## src/rtl/fp_adder_pkg.sv

```systemverilog
// Shared constants and types for the half-precision adder datapath
// (leading-one detector, post-normalization, packing).
package fp_adder_pkg;

    localparam int SUM_W   = 12;
    localparam int EXP_W   = 5;
    localparam int MAN_W   = 10;
    localparam int BIAS    = 15;
    localparam int EXP_MAX = 31;
    localparam int E_W     = 7;

    localparam logic DIR_LEFT  = 1'b0;
    localparam logic DIR_RIGHT = 1'b1;

    // Working exponent: wide enough for exp+2 on top and exp-10 underneath.
    typedef logic signed [E_W-1:0] exp_s_t;

    typedef struct packed {
        logic             sign;
        logic [EXP_W-1:0] exp;
        logic [MAN_W-1:0] frac;
    } fp16_t;

endpackage

```

## src/rtl/norm_shifter.sv

```systemverilog
// Combinational normalize shift, round-half-up-to-even on the single guard bit,
// and renormalization when the rounding increment carries into bit 11.
module norm_shifter
    import fp_adder_pkg::*;
(
    input  logic [SUM_W-1:0] m_i,
    input  logic [EXP_W-1:0] exp_i,
    input  logic             dir_i,
    input  logic [3:0]       n_i,
    output logic [MAN_W-1:0] s_o,
    output exp_s_t           e_o,
    output logic             zero_o
);

    logic [SUM_W-1:0] sh;
    logic [3:0]       n;
    logic             g;
    exp_s_t           ev;

    always_comb begin
        // Out-of-range left shifts are clamped to the widest legal shift.
        n  = (n_i > 4'd10) ? 4'd10 : n_i;
        sh = '0;
        g  = 1'b0;
        ev = '0;
        if (dir_i == DIR_RIGHT) begin
            sh = m_i >> 1;
            g  = m_i[0];
            ev = $signed({2'b00, exp_i}) + 7'sd1;
        end else begin
            sh = m_i << n;
            g  = 1'b0;
            ev = $signed({2'b00, exp_i}) - $signed({3'b000, n});
        end
        if (g & sh[0]) begin
            sh = sh + 12'd1;
            if (sh[SUM_W-1]) begin
                sh = sh >> 1;
                ev = ev + 7'sd1;
            end
        end
    end

    assign s_o    = sh[MAN_W-1:0];
    assign e_o    = ev;
    assign zero_o = (m_i == '0);

endmodule

```

## src/rtl/norm_round_pack.sv

```systemverilog
// Two-stage post-normalization: stage 1 shifts/rounds, stage 2 classifies
// (zero / overflow / flush) and packs binary16, with sticky ovf/unf flags.
module norm_round_pack
    import fp_adder_pkg::*;
(
    input  logic             clk73,
    input  logic             rst_n73,
    input  logic             in_valid73,
    output logic             in_ready73,
    input  logic [SUM_W-1:0] m_sum73,
    input  logic [EXP_W-1:0] exp73,
    input  logic             sign73,
    input  logic             dir73,
    input  logic [3:0]       N73,
    output logic             out_valid73,
    input  logic             out_ready73,
    output logic [15:0]      result73,
    output logic             ovf73,
    output logic             unf73,
    input  logic             clr_flags73
);

    logic [MAN_W-1:0] sh_s;
    exp_s_t           sh_e;
    logic             sh_zero;

    logic             s1_valid_q, s1_valid_d;
    logic [MAN_W-1:0] s1_frac_q;
    exp_s_t           s1_e_q;
    logic             s1_zero_q, s1_sign_q;

    logic             s2_valid_q, s2_valid_d;
    fp16_t            res_q, pk;
    logic             ovf_q, ovf_d, unf_q, unf_d;
    logic             set_ovf, set_unf;
    logic             in_acc, s2_adv;

    norm_shifter u_shift (
        .m_i    (m_sum73),
        .exp_i  (exp73),
        .dir_i  (dir73),
        .n_i    (N73),
        .s_o    (sh_s),
        .e_o    (sh_e),
        .zero_o (sh_zero)
    );

    // Each stage may refill in the same cycle its contents move on.
    assign in_ready73 = !s1_valid_q | !s2_valid_q | out_ready73;
    assign in_acc     = in_valid73 & in_ready73;
    assign s2_adv     = s1_valid_q & (!s2_valid_q | out_ready73);
    assign s1_valid_d = in_acc | (s1_valid_q & !s2_adv);
    assign s2_valid_d = s2_adv | (s2_valid_q & !out_ready73);

    always_comb begin
        pk      = '0;
        set_ovf = 1'b0;
        set_unf = 1'b0;
        if (s1_zero_q) begin
            pk = '0;
        end else if (s1_e_q >= 7'sd31) begin
            pk.sign = s1_sign_q;
            pk.exp  = EXP_W'(EXP_MAX);
            set_ovf = 1'b1;
        end else if (s1_e_q <= 7'sd0) begin
            pk.sign = s1_sign_q;
            set_unf = 1'b1;
        end else begin
            pk.sign = s1_sign_q;
            pk.exp  = s1_e_q[EXP_W-1:0];
            pk.frac = s1_frac_q;
        end
    end

    // A set in the same cycle as a clear takes priority.
    assign ovf_d = (ovf_q & !clr_flags73) | (s2_adv & set_ovf);
    assign unf_d = (unf_q & !clr_flags73) | (s2_adv & set_unf);

    always_ff @(posedge clk73 or negedge rst_n73) begin
        if (!rst_n73) begin
            s1_valid_q <= 1'b0;
            s1_frac_q  <= '0;
            s1_e_q     <= '0;
            s1_zero_q  <= 1'b0;
            s1_sign_q  <= 1'b0;
            s2_valid_q <= 1'b0;
            res_q      <= '0;
            ovf_q      <= 1'b0;
            unf_q      <= 1'b0;
        end else begin
            s1_valid_q <= s1_valid_d;
            if (in_acc) begin
                s1_frac_q <= sh_s;
                s1_e_q    <= sh_e;
                s1_zero_q <= sh_zero;
                s1_sign_q <= sign73;
            end
            s2_valid_q <= s2_valid_d;
            if (s2_adv) res_q <= pk;
            ovf_q <= ovf_d;
            unf_q <= unf_d;
        end
    end

    assign out_valid73 = s2_valid_q;
    assign result73    = res_q;
    assign ovf73       = ovf_q;
    assign unf73       = unf_q;

endmodule

```

## config.mk

```make
export PLATFORM = sky130hd
export DESIGN_NAME = norm_round_pack
export DESIGN_NICKNAME = d
export VERILOG_FILES = /design/src/rtl/fp_adder_pkg.sv /design/src/rtl/norm_shifter.sv /design/src/rtl/norm_round_pack.sv
export SDC_FILE = /design/constraint.sdc
export NUM_CORES = 1
export LEC_CHECK = 0
export ABC_AREA = 1
export CORE_MARGIN = 4
export CORE_UTILIZATION = 34
export DETAILED_ROUTE_END_ITERATION = 16
export GPL_ROUTABILITY_DRIVEN = 1
export PLACE_DENSITY_LB_ADDON = 0.2
export SETUP_SLACK_MARGIN = 0.4
export SLEW_MARGIN = 0
export SYNTH_ARGS = -nofsm -noshare
export SYNTH_HDL_FRONTEND = slang
export SYNTH_HIERARCHICAL = 1
export SYNTH_SLANG_ARGS = --single-unit
```

## constraint.sdc

```tcl
create_clock -name clk73 -period 3 [get_ports clk73]
set_clock_uncertainty 0.2 [all_clocks]
set_input_delay 0.3 -clock clk73 [delete_from_list [all_inputs] [get_ports clk73]]
set_output_delay 0.3 -clock clk73 [all_outputs]
set_load 0.05 [all_outputs]
```

Word-level counts from Yosys, hierarchy flattened. Index checks and enable logic that the tools add are counted. Widths: inputs -> output; s select.

$add $sub $neg: 4. Magnitude comparators: 3. Shift-type cells: 1. Multiplexer cells: 17. Bitwise gates (word level): 16. Reductions and logical operators: 6.

Operators by type and width (number): $mux 10 (3); $mux 7 (3); $mux 16 (1); $mux 15 (1); $add 12x1->12 const B (1); $logic_not 12->1 (1); $mux 12 (1); $shl 12x4->12 (1); $and 1x1->1 (9); $add 7x2->7 const B (1); $ge 7x6->1 const B (1); $le 7x1->1 const B (1); $or 1x1->1 (7); $add 5x1->6 const B (1); $mux 1 (6); $sub 5x4->6 (1); $logic_not 1->1 (5); $mux 5 (1); $gt 4x4->1 const B (1); $mux 4 (1).

Register bits after elaboration: 39.

Logic depth before layout (Yosys ltp).
Word-level depth: 7. Mapped depth: 22. Mapped depth without buffers: 22.

Cells and area by module. The synthesis kept the hierarchy.

By module, submodules not included: norm_shifter (times used 1, cells an instance 326, area an instance 1717.9 um^2, seq. area each 0.0 um^2); norm_round_pack (times used 1, cells an instance 192, area an instance 1716.6 um^2, seq. area each 975.9 um^2).

Worst setup path before layout. No wires, ideal clock.

Path type: input-to-reg. Start point: in N73[3]. End point: reg s1_e_q[3]. Setup time: 120 ps. Data arrival time: 2329 ps. Required time: 2680 ps. Path slack: 351 ps. Stages on the path: 18. Buffers on the path: 2. Path through: buf_4 > a21oi_4 > buf_2 > nand2_1 > inv_1 > nor2_1 > ha_1 > or2_2 > a21oi_1 > o21ai_0 > nand2_1 > inv_1 > nor2_1 > nand3_1 > nand2_1 > nand2_1 > nor2_1 > a21oi_2.

Longest elaborated chain between the ends: 7. Elaborated cells between the ends (all ways): 11. Those cells by class: add/sub: 3; order compare: 1; shift: 1; mux: 5; bitwise: 1.

RTL lines: from (decl) (RTL line norm_round_pack.sv:14) `input logic [3:0] N73,`; $gt 4x4->1 (RTL line norm_shifter.sv:22) `n = (n_i > 4'd10) ? 4'd10 : n_i;`; $mux 4 (*) (RTL line norm_shifter.sv:22); $shl 12x4->12 or $sub 5x4->6 (tied branches) (RTL line norm_shifter.sv:31, norm_shifter.sv:33); $mux 12 or $mux 7 (tied branches) (RTL line norm_shifter.sv:26) `if (dir_i == DIR_RIGHT) begin`; $add 12x1->12 or $add 7x2->7 (tied branches) (RTL line norm_shifter.sv:36, norm_shifter.sv:39); $mux 7 (RTL line norm_shifter.sv:37) `if (sh[SUM_W-1]) begin`; $mux 7 (*) (RTL line norm_shifter.sv:35) `if (g & sh[0]) begin`; net sh_e[3] (RTL line norm_round_pack.sv:24) `exp_s_t sh_e;`; to (signal assigned) (RTL line norm_round_pack.sv:83) `s1_e_q <= '0;`; to (signal assigned) (RTL line norm_round_pack.sv:94) `s1_e_q <= sh_e;`; to (decl) (RTL line norm_round_pack.sv:29) `exp_s_t s1_e_q;`.

The timed path passes the listed nets; every way through them passes the cells marked *. A chain may end at the register's enable or synchronous reset.

Final worst setup path.
Start point: in m_sum73[2]. End point: reg s1_frac_q[5].

Longest elaborated chain between the ends: 5. Elaborated cells between the ends (all ways): 6. Those cells by class: add/sub: 1; shift: 1; mux: 3; bitwise: 1.

RTL lines: from (decl) (RTL line norm_round_pack.sv:10) `input logic [SUM_W-1:0] m_sum73,`; $shl 12x4->12 (RTL line norm_shifter.sv:31) `sh = m_i << n;`; $mux 12 (*) (RTL line norm_shifter.sv:26); $add 12x1->12 (RTL line norm_shifter.sv:36) `sh = sh + 12'd1;`; $mux 10 (RTL line norm_shifter.sv:37); $mux 10 (*) (RTL line norm_shifter.sv:35); net sh_s[5] (RTL line norm_round_pack.sv:23) `logic [MAN_W-1:0] sh_s;`; to (signal assigned) (RTL line norm_round_pack.sv:93) `s1_frac_q <= sh_s;`; to (decl) (RTL line norm_round_pack.sv:28) `logic [MAN_W-1:0] s1_frac_q;`.

Marked as above.

==> results.txt <==
Max Cap Viol - 0
Worst Max-Slew Pin Slew - 0.886 ns
Post-Synthesis Cells - 518
Avg Cell Area, Syn - 6.63 um^2
Synth warn - 6
Wirelength per Cell - 12.9 um
Root Driver - clkbuf_8
Final Util - 49.8%
Fmax - 407 MHz
Drt first-iter violations - 227
Die extent in y - 109 um
Crit Path Class - in -> reg
Clock Latency Late Sink - 0.29 ns
Net Count, Synth - 552
CTS Buf Count - 5
Grt total ovfl - 0
Clock Tree Buf Depth - 2
Period utilisation layout - 81.8%
Via count - 3704
# clock sinks - 39
Row cnt - 36
Core box area - 0.00982 mm^2
Hpwl dp - 7580 um
Power per cell area - 425 mW/mm^2
Leak - 2.44 nW
DRC viols - 0
Hold WC Path Type - reg -> reg
First-pass GRT wire length - 16900 um
Critical path buffers and inverters - 2
DP Area - 0.00438 mm^2
Area growth from synthesis to layout - 42.5%
Startpoint type of the worst setup path - input pin
Unrepaired setup endpoints after global routing - false
Final hold viol count - 0
Largest net degree at the start of global routing - 40
Layout cells sized above 1 - 30.4%
Antenna-violating nets left - 0
I/O Buffers - 47
CTS tree - yes
Clock transition at path regs - 0.08 ns
Crit path max-delay family - simple AND/OR/NAND/NOR gates
Period minus WS final - 2.46 ns
Final setup vio count - 0
Yosys reg bits - 39
Vias per inst - 4.88
Routability congestion estimate - 0.836
I/O pins - 48
Mapped Area - 0.00343 mm^2
Crit-path cells - clkdlybuf4s50_1, nand2_2, nand3_4, nand2_1, nand2_1, nand2_1, o21ai_2, nand2_2, nor2_4, nand2_2, nand2_4, nand2_8, buf_12, nand2_8, nand3_2, nand2_2, nor2_2, a21oi_2
Peak supply drop - 0.000246 V
Routed WL - 9780 um
Final total power - 2.08 mW
Slew Limit Fails - 0
Layout fillers - 1032
Status - complete, no violations
Hold slack - 0.270 ns
Unique cell type count in the Yosys netlist - 36
Critical path peak fanout - 5
Most used cell along the critical path - nand2_2
DP Worst Slack - -0.169 ns
DIE WIDTH - 109 um
Delay of the slowest critical-path stage - 0.57 ns
TNS Setup - 0 ns
First-pass DRT Iterations - 4
Number of diodes - 0
CP max stage cell - clkdlybuf4s50_1
Worst Slack Setup Final - 0.545 ns
CP required - 3.02 ns
Fin area - 0.00489 mm^2
Final nets - 660
H-tree Lvls - 2
Slew HR - 40.9%
Layout Cells excl Fill - 759
Initial antenna violation count - 0
Register area share after synthesis - 28.4%
Die area - 0.0118 mm^2
CP Capture Type - flop
Number of global-route vias before repair - 3594
Placed insts - 739
Starting density of the core - 35.0%
WP data arrival - 2.48 ns
GRT Total Usage - 17.5%
worst register-to-register path, stage by stage (launching register included):
cell	delay, ns
dfrtp_1	0.55
nand3_4	0.19
nand2_4	0.37
nor2_1	0.12
a21oi_2	0.11
logic make-up (layout without fill, tap and decap cells):
group | after synthesis | in the layout | synth area share, %
flops | 39 | 39 | 28.4
xor+xnor | 5 | 5 | 1.28
fa+ha+maj | 6 | 6 | 2.19
compound gates | 46 | 46 | 9.07
simple gates | 351 | 353 | 49.2
buf+inv | 71 | 177 | 9.87
cell usage after synthesis:
| library cell | instances | area share, % |
|---|---|---|
| nand4_1 | 12 | 2.2 |
| a21oi_2 | 11 | 2.8 |
| or2_2 | 4 | 0.73 |
| a31oi_1 | 2 | 0.36 |
| inv_1 | 48 | 5.2 |
| o31ai_1 | 2 | 0.44 |
| o21bai_1 | 1 | 0.22 |
| buf_4 | 3 | 0.66 |
| nor2_2 | 3 | 0.55 |
| nor4_1 | 2 | 0.36 |
| xnor2_1 | 3 | 0.77 |
| o21ai_1 | 4 | 0.58 |
| nor2_4 | 2 | 0.66 |
| nand3_2 | 14 | 4.1 |
| nor2_1 | 49 | 5.4 |
| nand2_8 | 1 | 0.58 |
| inv_2 | 5 | 0.55 |
| ha_1 | 6 | 2.2 |
| clkinv_1 | 1 | 0.11 |
| buf_2 | 4 | 0.58 |
| nand3_4 | 2 | 1.0 |
| dfrtp_1 | 39 | 28 |
| nand2_4 | 7 | 2.3 |
| a21oi_1 | 10 | 1.5 |
| buf_8 | 1 | 0.44 |
| buf_6 | 6 | 2.0 |
| o21ai_0 | 12 | 1.7 |
| xor2_1 | 2 | 0.51 |
| o21ai_2 | 1 | 0.26 |
| nand2_2 | 7 | 1.3 |
| nand2_1 | 168 | 18 |
| clkbuf_1 | 3 | 0.33 |
| a21oi_4 | 2 | 0.95 |
| o32ai_1 | 1 | 0.26 |
| nand3_1 | 79 | 12 |
| nor3b_1 | 1 | 0.22 |
routing by layer:
metal	vias up	wire [um]	track usage (%)
li1	1898	-	-
met4	0	33	1.89
met5	-	0	0
met3	5	316	2.09
met2	58	4660	29.2
met1	1743	4770	25.0
path summary, 6_finish.rpt:
check | start | endpoint | slack, ns | cells past startpoint
max | m_sum73[2] | s1_frac_q[5] | 0.54 | 18
min | s1_e_q[6] | result73[10] | 0.27 | 1
min in group asynchronous | rst_n73 | result73[11] | 0.48 | 2
max in group asynchronous | rst_n73 | result73[4] | 1.57 | 2
min reg2reg | s1_e_q[6] | result73[10] | 0.27 | 1
max reg2reg | s1_valid_q | s1_frac_q[1] | 1.39 | 4
final cells by class:
type	instances	area (um^2)	area share [%]
clock buffers	6	82.6	1.69
clock inverters	1	5.00	0.102
inverters	54	205	4.19
multi-input cells	410	2430	49.7
flip-flops and latches	39	976	19.9
well taps	133	166	3.40
repair buffers	116	1020	20.9
flip-flops by register name, summed over array words and instances (netlist names):
name / count
ovf73: 1
out_valid73: 1
s1_zero_q: 1
s1_frac_q: 10
result73: 16
s1_e_q: 7
s1_valid_q: 1
unf73: 1
s1_sign_q: 1
layout by cell type, fill, tap and decap left out, types with 2 or more instances in the layout:
cell type          n
inv_2              7
a21oi_2           10
nand2_2           17
nand2_8            5
buf_6              5
buf_4             61
nor2_4             5
xnor2_1            3
nand2_1          158
o21ai_2            3
nand4_1           12
clkbuf_2           3
nand3_4            8
dfrtp_1           39
o21ai_1            4
dlymetal6s2s_1     6
a21oi_1           10
nor2_1            37
nor4_1             2
o31ai_1            2
ha_1               5
inv_1             45
or2_2              4
nand2_4            5
nor2_2            12
clkdlybuf4s50_1   36
nand3_1           59
nand3_2           28
a21oi_4            3
o21ai_0           10
clkbuf_8           6
timing repair:
item / 4_1_cts / 5_1_grt
hold endpoints to repair: 39 / 0
pin swaps: 25 / 31
cloned: 2 / 0
buffers inserted: 8 / 2
gates resized for setup: 32 / 58
setup endpoints to repair: 17 / 17
hold buffers: 1 / 0
power breakdown:
| group | total (mW) | leakage [nW] | switching [mW] | internal, mW |
|---|---|---|---|---|
| Clock | 0.363 | 0.0470 | 0.182 | 0.181 |
| Combinational | 1.03 | 1.91 | 0.647 | 0.383 |
| Sequential | 0.688 | 0.488 | 0.0607 | 0.628 |
No activity file was read; power rests on OpenSTA's default activity.
